==> config.mk <==
export PLATFORM = sky130hd
export DESIGN_NAME = hazard_ctrl_flat
export DESIGN_NICKNAME = d
export VERILOG_FILES = /design/src/rtl/hazard_pkg.sv /design/src/rtl/hazard_ctrl_if.sv /design/src/rtl/perf_counter.sv /design/src/rtl/hazard_ctrl.sv /design/src/flat_wrapper.sv
export SDC_FILE = /design/constraint.sdc
export NUM_CORES = 1
export LEC_CHECK = 0
export ABC_AREA = 1
export BUFFER_PORTS_ARGS = -buffer_cell sky130_fd_sc_hd__buf_2
export CORE_MARGIN = 3
export CORE_UTILIZATION = 50
export DETAILED_ROUTE_END_ITERATION = 10
export GPL_TIMING_DRIVEN = 0
export PLACE_DENSITY = 0.75
export REMOVE_ABC_BUFFERS = 1
export SLEW_MARGIN = 15
export SYNTH_ARGS = -nofsm -noshare
export SYNTH_HDL_FRONTEND = slang
export SYNTH_SLANG_ARGS = --single-unit
==> constraint.sdc <==
create_clock -name clk -period 2 [get_ports clk]
set_input_delay 0.2 -clock clk [delete_from_list [all_inputs] [get_ports clk]]
set_output_delay 0.2 -clock clk [all_outputs]
set_load 0.01 [all_outputs]
==> src/rtl/hazard_pkg.sv <==
// Shared types and constants for the pipeline hazard/halt controller.
package hazard_pkg;

  localparam int unsigned HZ_CNT_W = 32;
  localparam int unsigned HZ_REG_W = 5;

  typedef enum logic [0:0] {
    HZ_RUN  = 1'b0,
    HZ_HALT = 1'b1
  } hz_state_t;

endpackage

==> src/rtl/hazard_ctrl_if.sv <==
// Bundle of ID/EX hazard inputs and stall/flush/halt/counter outputs.
interface hazard_ctrl_if
  import hazard_pkg::*;
#(
  parameter int unsigned CNT_W = HZ_CNT_W
);
  logic                MemRead_id_ex;
  logic [HZ_REG_W-1:0] regfile_write_num_id_ex;
  logic [HZ_REG_W-1:0] regfile_read_num1_syscall_id;
  logic [HZ_REG_W-1:0] regfile_read_num2_syscall_id;
  logic                uses_rs_id;
  logic                uses_rt_id;
  logic                branch_taken_ex;
  logic                jump_ex;
  logic                syscall_halt_ex;
  logic                go;

  logic                nop_lock_id;
  logic                pc_bj;
  logic                halt_ex;
  logic                pc_write_en;
  logic                if_id_write_en;
  logic                halted;
  logic [CNT_W-1:0]    cycle_cnt;
  logic [CNT_W-1:0]    stall_cnt;
  logic [CNT_W-1:0]    flush_cnt;

  modport master (
    output MemRead_id_ex, regfile_write_num_id_ex, regfile_read_num1_syscall_id,
           regfile_read_num2_syscall_id, uses_rs_id, uses_rt_id, branch_taken_ex,
           jump_ex, syscall_halt_ex, go,
    input  nop_lock_id, pc_bj, halt_ex, pc_write_en, if_id_write_en, halted,
           cycle_cnt, stall_cnt, flush_cnt
  );

  modport slave (
    input  MemRead_id_ex, regfile_write_num_id_ex, regfile_read_num1_syscall_id,
           regfile_read_num2_syscall_id, uses_rs_id, uses_rt_id, branch_taken_ex,
           jump_ex, syscall_halt_ex, go,
    output nop_lock_id, pc_bj, halt_ex, pc_write_en, if_id_write_en, halted,
           cycle_cnt, stall_cnt, flush_cnt
  );

endinterface

==> src/rtl/perf_counter.sv <==
// Free-running wrapping event counter with synchronous active-high reset.
module perf_counter #(
  parameter int unsigned CNT_W = hazard_pkg::HZ_CNT_W
) (
  input  logic             clk,
  input  logic             rst,
  input  logic             en,
  output logic [CNT_W-1:0] cnt
);

  logic [CNT_W-1:0] cnt_q;
  logic [CNT_W-1:0] cnt_d;

  always_comb begin
    cnt_d = cnt_q;
    if (en) cnt_d = cnt_q + CNT_W'(1);
  end

  always_ff @(posedge clk) begin
    if (rst) cnt_q <= '0;
    else     cnt_q <= cnt_d;
  end

  assign cnt = cnt_q;

endmodule

==> src/rtl/hazard_ctrl.sv <==
// Stall/flush/halt control for the 5-stage core: RUN/HALT FSM, hazard
// decode with halt > control-flow > load-use priority, and perf counters.
module hazard_ctrl
  import hazard_pkg::*;
#(
  parameter int unsigned CNT_W = HZ_CNT_W
) (
  input logic          clk,
  input logic          rst,
  hazard_ctrl_if.slave hz
);

  hz_state_t state_q;
  hz_state_t state_d;

  logic lu_c;
  logic cf_c;
  logic run_c;
  logic nop_lock_c;
  logic pc_bj_c;
  logic pc_we_c;
  logic if_id_we_c;

  always_ff @(posedge clk) begin
    if (rst) state_q <= HZ_RUN;
    else     state_q <= state_d;
  end

  always_comb begin
    state_d = state_q;
    case (state_q)
      HZ_RUN:  if (hz.syscall_halt_ex) state_d = HZ_HALT;
      HZ_HALT: if (hz.go)              state_d = HZ_RUN;
      default: state_d = HZ_RUN;
    endcase
  end

  // Register 0 is never a real producer, so a load into it cannot stall.
  assign lu_c = hz.MemRead_id_ex && (hz.regfile_write_num_id_ex != '0) &&
                ((hz.uses_rs_id && (hz.regfile_read_num1_syscall_id == hz.regfile_write_num_id_ex)) ||
                 (hz.uses_rt_id && (hz.regfile_read_num2_syscall_id == hz.regfile_write_num_id_ex)));
  assign cf_c  = hz.branch_taken_ex || hz.jump_ex;
  assign run_c = (state_q == HZ_RUN);

  always_comb begin
    nop_lock_c = 1'b0;
    pc_bj_c    = 1'b0;
    pc_we_c    = 1'b0;
    if_id_we_c = 1'b0;
    if (run_c && !hz.syscall_halt_ex) begin
      if (cf_c) begin
        // A squashed ID instruction cannot cause a load-use stall.
        pc_bj_c    = 1'b1;
        pc_we_c    = 1'b1;
        if_id_we_c = 1'b1;
      end else if (lu_c) begin
        nop_lock_c = 1'b1;
      end else begin
        pc_we_c    = 1'b1;
        if_id_we_c = 1'b1;
      end
    end
  end

  assign hz.nop_lock_id    = nop_lock_c;
  assign hz.pc_bj          = pc_bj_c;
  assign hz.pc_write_en    = pc_we_c;
  assign hz.if_id_write_en = if_id_we_c;
  assign hz.halt_ex        = !run_c;
  assign hz.halted         = !run_c;

  perf_counter #(.CNT_W(CNT_W)) u_cycle_cnt (
    .clk (clk),
    .rst (rst),
    .en  (run_c),
    .cnt (hz.cycle_cnt)
  );

  perf_counter #(.CNT_W(CNT_W)) u_stall_cnt (
    .clk (clk),
    .rst (rst),
    .en  (nop_lock_c),
    .cnt (hz.stall_cnt)
  );

  perf_counter #(.CNT_W(CNT_W)) u_flush_cnt (
    .clk (clk),
    .rst (rst),
    .en  (pc_bj_c),
    .cnt (hz.flush_cnt)
  );

endmodule

==> src/flat_wrapper.sv <==
// flat-port wrapper written by rule: the top's interface ports become plain ports
module hazard_ctrl_flat import hazard_pkg::*;
#(
  parameter int unsigned CNT_W = HZ_CNT_W
)
  (clk, rst, hz_MemRead_id_ex, hz_regfile_write_num_id_ex, hz_regfile_read_num1_syscall_id, hz_regfile_read_num2_syscall_id, hz_uses_rs_id, hz_uses_rt_id, hz_branch_taken_ex, hz_jump_ex, hz_syscall_halt_ex, hz_go, hz_nop_lock_id, hz_pc_bj, hz_halt_ex, hz_pc_write_en, hz_if_id_write_en, hz_halted, hz_cycle_cnt, hz_stall_cnt, hz_flush_cnt);
  hazard_ctrl_if #(.CNT_W(CNT_W)) hz_i ();
  input logic clk;
  input logic rst;
  input wire logic [$bits(hz_i.MemRead_id_ex)-1:0] hz_MemRead_id_ex;
  input wire logic [$bits(hz_i.regfile_write_num_id_ex)-1:0] hz_regfile_write_num_id_ex;
  input wire logic [$bits(hz_i.regfile_read_num1_syscall_id)-1:0] hz_regfile_read_num1_syscall_id;
  input wire logic [$bits(hz_i.regfile_read_num2_syscall_id)-1:0] hz_regfile_read_num2_syscall_id;
  input wire logic [$bits(hz_i.uses_rs_id)-1:0] hz_uses_rs_id;
  input wire logic [$bits(hz_i.uses_rt_id)-1:0] hz_uses_rt_id;
  input wire logic [$bits(hz_i.branch_taken_ex)-1:0] hz_branch_taken_ex;
  input wire logic [$bits(hz_i.jump_ex)-1:0] hz_jump_ex;
  input wire logic [$bits(hz_i.syscall_halt_ex)-1:0] hz_syscall_halt_ex;
  input wire logic [$bits(hz_i.go)-1:0] hz_go;
  output wire logic [$bits(hz_i.nop_lock_id)-1:0] hz_nop_lock_id;
  output wire logic [$bits(hz_i.pc_bj)-1:0] hz_pc_bj;
  output wire logic [$bits(hz_i.halt_ex)-1:0] hz_halt_ex;
  output wire logic [$bits(hz_i.pc_write_en)-1:0] hz_pc_write_en;
  output wire logic [$bits(hz_i.if_id_write_en)-1:0] hz_if_id_write_en;
  output wire logic [$bits(hz_i.halted)-1:0] hz_halted;
  output wire logic [$bits(hz_i.cycle_cnt)-1:0] hz_cycle_cnt;
  output wire logic [$bits(hz_i.stall_cnt)-1:0] hz_stall_cnt;
  output wire logic [$bits(hz_i.flush_cnt)-1:0] hz_flush_cnt;
  assign hz_i.MemRead_id_ex = hz_MemRead_id_ex;
  assign hz_i.regfile_write_num_id_ex = hz_regfile_write_num_id_ex;
  assign hz_i.regfile_read_num1_syscall_id = hz_regfile_read_num1_syscall_id;
  assign hz_i.regfile_read_num2_syscall_id = hz_regfile_read_num2_syscall_id;
  assign hz_i.uses_rs_id = hz_uses_rs_id;
  assign hz_i.uses_rt_id = hz_uses_rt_id;
  assign hz_i.branch_taken_ex = hz_branch_taken_ex;
  assign hz_i.jump_ex = hz_jump_ex;
  assign hz_i.syscall_halt_ex = hz_syscall_halt_ex;
  assign hz_i.go = hz_go;
  assign hz_nop_lock_id = hz_i.nop_lock_id;
  assign hz_pc_bj = hz_i.pc_bj;
  assign hz_halt_ex = hz_i.halt_ex;
  assign hz_pc_write_en = hz_i.pc_write_en;
  assign hz_if_id_write_en = hz_i.if_id_write_en;
  assign hz_halted = hz_i.halted;
  assign hz_cycle_cnt = hz_i.cycle_cnt;
  assign hz_stall_cnt = hz_i.stall_cnt;
  assign hz_flush_cnt = hz_i.flush_cnt;
  hazard_ctrl #(.CNT_W(CNT_W)) u_core (.clk(clk), .rst(rst), .hz(hz_i));
endmodule
==> reports/results.md <==
### Run status
• complete, no violations — run status

### Detailed routing
• 388 — number of DRC markers after the initial detailed-route iteration
• 0 — count of antenna-violating nets left after detailed routing
• 0 — drc violations
• 5 — Initial DRT Pass Iterations
• 14.1 mm — routed wire length
• 4.99 — post-DR vias/cell
• 11.8 um — routed length per instance
• 5936 — total number of vias

### STA
• 93.1% — part of the cycle the worst path needs
• 56.3% — remaining max-slew budget at the tightest pin
• 1.86 ns — Final Critical Period
• 0 ns — summed negative setup slack over all endpoints
• 537 MHz — Max Clock Freq
• 0 — final hold violation count
• 0 — count of endpoints failing setup in the final report
• 0 — Final Max Slew Viols
• 0.00772 ns — Clock Skews
• 0.138 ns — final setup margin
• 0.0340 ns — minimum hold slack
• 0.654 ns — transition time at the pin with the least slew margin

### Power
• 589 nW/um2 — PD cells
• 0.901 mW — Net Switching
• 3.05 mW — cell internal power dissipation
• 49.5% — proportion of power drawn by flip-flops and latches
• 586 uV — IR drop worst, VDD
• 3.95 mW — Total Power Consumption
• 44.7% — portion of total power attributed to the clock network
• 5.8% — Gate power share
• 22.8% — fraction of power spent switching nets
• 3.02 nW — leak pwr

### Synthesis
• 925 — number of standard cells after synthesis
• 34.3% — sequential share of the synthesized area
• 0 — Warnings, synthesis
• 97 — total of flip-flops plus latches after synthesis
• 0 — count of flip-flops with a built-in enable after synthesis
• 6.11 um2 — Mean Syn Cell Area
• 5660 um2 — area of the mapped netlist
• 37 — library cells used by synthesis
• dfxtp_1 — dominant synthesized flop cell
• 0% — share of synthesized registers carrying an async set or reset

### Critical path
• input port to output pin — type of the setup path with the least slack
• 0.21 ns — worst reg-to-reg setup slack
• 1.66 ns — critical path arrival
• 19 — Critical Path Fanout Max
• hz_regfile_write_num_id_ex[3] — worst setup path startpoint
• input port — nature of the critical path startpoint
• 1.80 ns — WP data required
• 9 — logic depth of the worst register-to-register path
• output pin — Worst Setup End Kind
• u_core.u_stall_cnt.cnt[0]$_SDFFE_PP0P_ — startpoint of the most critical register-to-register path
• u_core.u_stall_cnt.cnt[20]$_SDFFE_PP0P_ — endpoint of the lowest-slack register-to-register path

### Clock network
• 9 — total CTS buffers
• 3 — number of levels in the clock H-tree
• built — CTS tree
• 0.06 ns — clock transition time at the flip-flop clock pins of the worst setup and hold paths
• 0 — post-CTS repair timing setup buffer count
• 2 — number of buffers on the longest clock path
• 97 — sinks on the clock net
• clkbuf_16 — clock root cell
• 0.35 ns — latest clock arrival within the worst-skew pair

### Floorplan
• 10900 um2 — Core Box Area
• 38 — Site Rows
• 126 — number of top-level design ports
• 112 um — vertical extent of the die
• 12600 um2 — die area
• 112 um — overall die width
• 51.7% — Initial Util

### Placement
• 125 — buffers added on ports
• 6400 um2 — placed inst area
• 1174 — Cell Count Post-Placement
• 0.889 — last weighted congestion value of the routability-driven placer
• 10.3 mm — post-detail-place hpwl
• -0.0720 ns — worst slack at placement

### Finish
• 17.0% — share of final-layout standard cells stronger than drive strength 1
• 1072 — number of nets in the layout
• 6710 um2 — Layout Cell Area excl Fill
• 1085 — filler instances
• nand2_1 — leading cell type in the layout, fill and taps excluded
• 61.4% — Final Core Density
• 1189 — final instance count without filler cells
• 3060 um2 — multi-input gate area in the final layout
• 18.7% — Area Overhead vs Synth
• nand2_1, nor2_1, inv_1 — most used cells in the layout excluding fill and tap cells
• 1940 um2 — total area of sequential cells
• 0 — antenna cells

### Global route
• 5402 — number of global-route vias before repair
• 24.1 mm — first-pass GRT wire length
• 22.6% — global router's overall resource usage
• 0 — overflow left after global routing
• 0 — initial antenna violation count
• 52 — pin count of the biggest net entering global routing

### Min path
• hz_go — Hold Path Origin
• 2 — cell depth of the worst min-delay path
• input port to flip-flop — worst min-delay path category
• u_core.hz.halt_ex$_SDFF_PP0_ — endpoint of the worst hold-timing path

### Job
• 0 — reported max-cap violation count

-- Yosys cell counts, types with 4 or more instances --
cell type / count / area (um2)
nor2_4: 5 / 56.3
nand2_2: 5 / 31.3
buf_2: 4 / 20.0
nor2_1: 163 / 612
xor2_1: 10 / 87.6
nor4_1: 5 / 31.3
a21oi_1: 39 / 195
nand3_1: 73 / 365
dfxtp_1: 97 / 1940
o21ai_0: 37 / 185
nor3_1: 23 / 115
inv_1: 153 / 574
o21bai_1: 6 / 45.0
nor2_2: 9 / 56.3
nand3_2: 4 / 40.0
nand4_1: 14 / 87.6
nand2_1: 234 / 878
clkbuf_1: 10 / 37.5
-- what timing repair did --
action	in CTS	in global routing
resized for setup	1	3
hold buffers	0	0
endpoints found under the setup margin	2	3
-- power groups by stage --
stage               logic, mW  registers (mW)  clock network, mW
floorplan               0.129            2.01                  0
global placement        0.228            2.00                  0
detailed placement      0.229            2.00                  0
CTS                     0.230            1.96               1.81
global route            0.257            1.96               1.89
finish                  0.228            1.96               1.77
-- state kept, by name, summed over array words and instances (netlist names) --
name	flops
u_core.u_cycle_cnt.cnt	32
u_core.hz.halt_ex	1
u_core.u_flush_cnt.cnt	32
u_core.u_stall_cnt.cnt	32
-- cells by family after synthesis --
family / synth area share (%)
AOI/OAI and AO/OA: 8.65
xor gates and xnor gates: 1.70
adders and majority gates: 0.664
buffers and inverters: 11.9
DFF: 34.3
and+or+nand+nor: 42.8
-- critical path, cell delays in order --
cell     delay, ns
buf_2         0.10
inv_1         0.07
nand2_1       0.06
nand2_1       0.04
nor2_1        0.12
nand3_1       0.17
nand2_2       0.37
nand3_1       0.30
inv_1         0.11
buf_2         0.13
-- routing by layer --
metal | vias up | GRT usage [%] | share of wire [%]
met5 | - | 0 | 0
met4 | 0 | 7.37 | 1.8
met2 | 152 | 36.9 | 46
li1 | 3118 | - | -
met3 | 20 | 5.98 | 6.1
met1 | 2646 | 29.3 | 46
-- area by class of cell --
cell class,count,share of cell area [%]
inverter,157,8.82
clock buffer,13,3.88
timing repair buffer,126,9.62
multi-input combinational,654,45.6
clock inverter,2,0.559
sequential,97,28.9
tap,140,2.61
-- worst max path at each step --
stage               slack (ns)                                 endpoint  depth (start not counted)
finish                    0.14                           hz_nop_lock_id                         10
global route            -0.001  u_core.u_stall_cnt.cnt[20]$_SDFFE_PP0P_                         10
CTS                       0.13  u_core.u_stall_cnt.cnt[28]$_SDFFE_PP0P_                         10
detailed placement       -0.07                           hz_pc_write_en                          9
global placement         -1.17  u_core.u_flush_cnt.cnt[13]$_SDFFE_PP0P_                          4
floorplan                 0.38  u_core.u_stall_cnt.cnt[28]$_SDFFE_PP0P_                         10
Note: power is estimated with default switching activity, not from simulation.
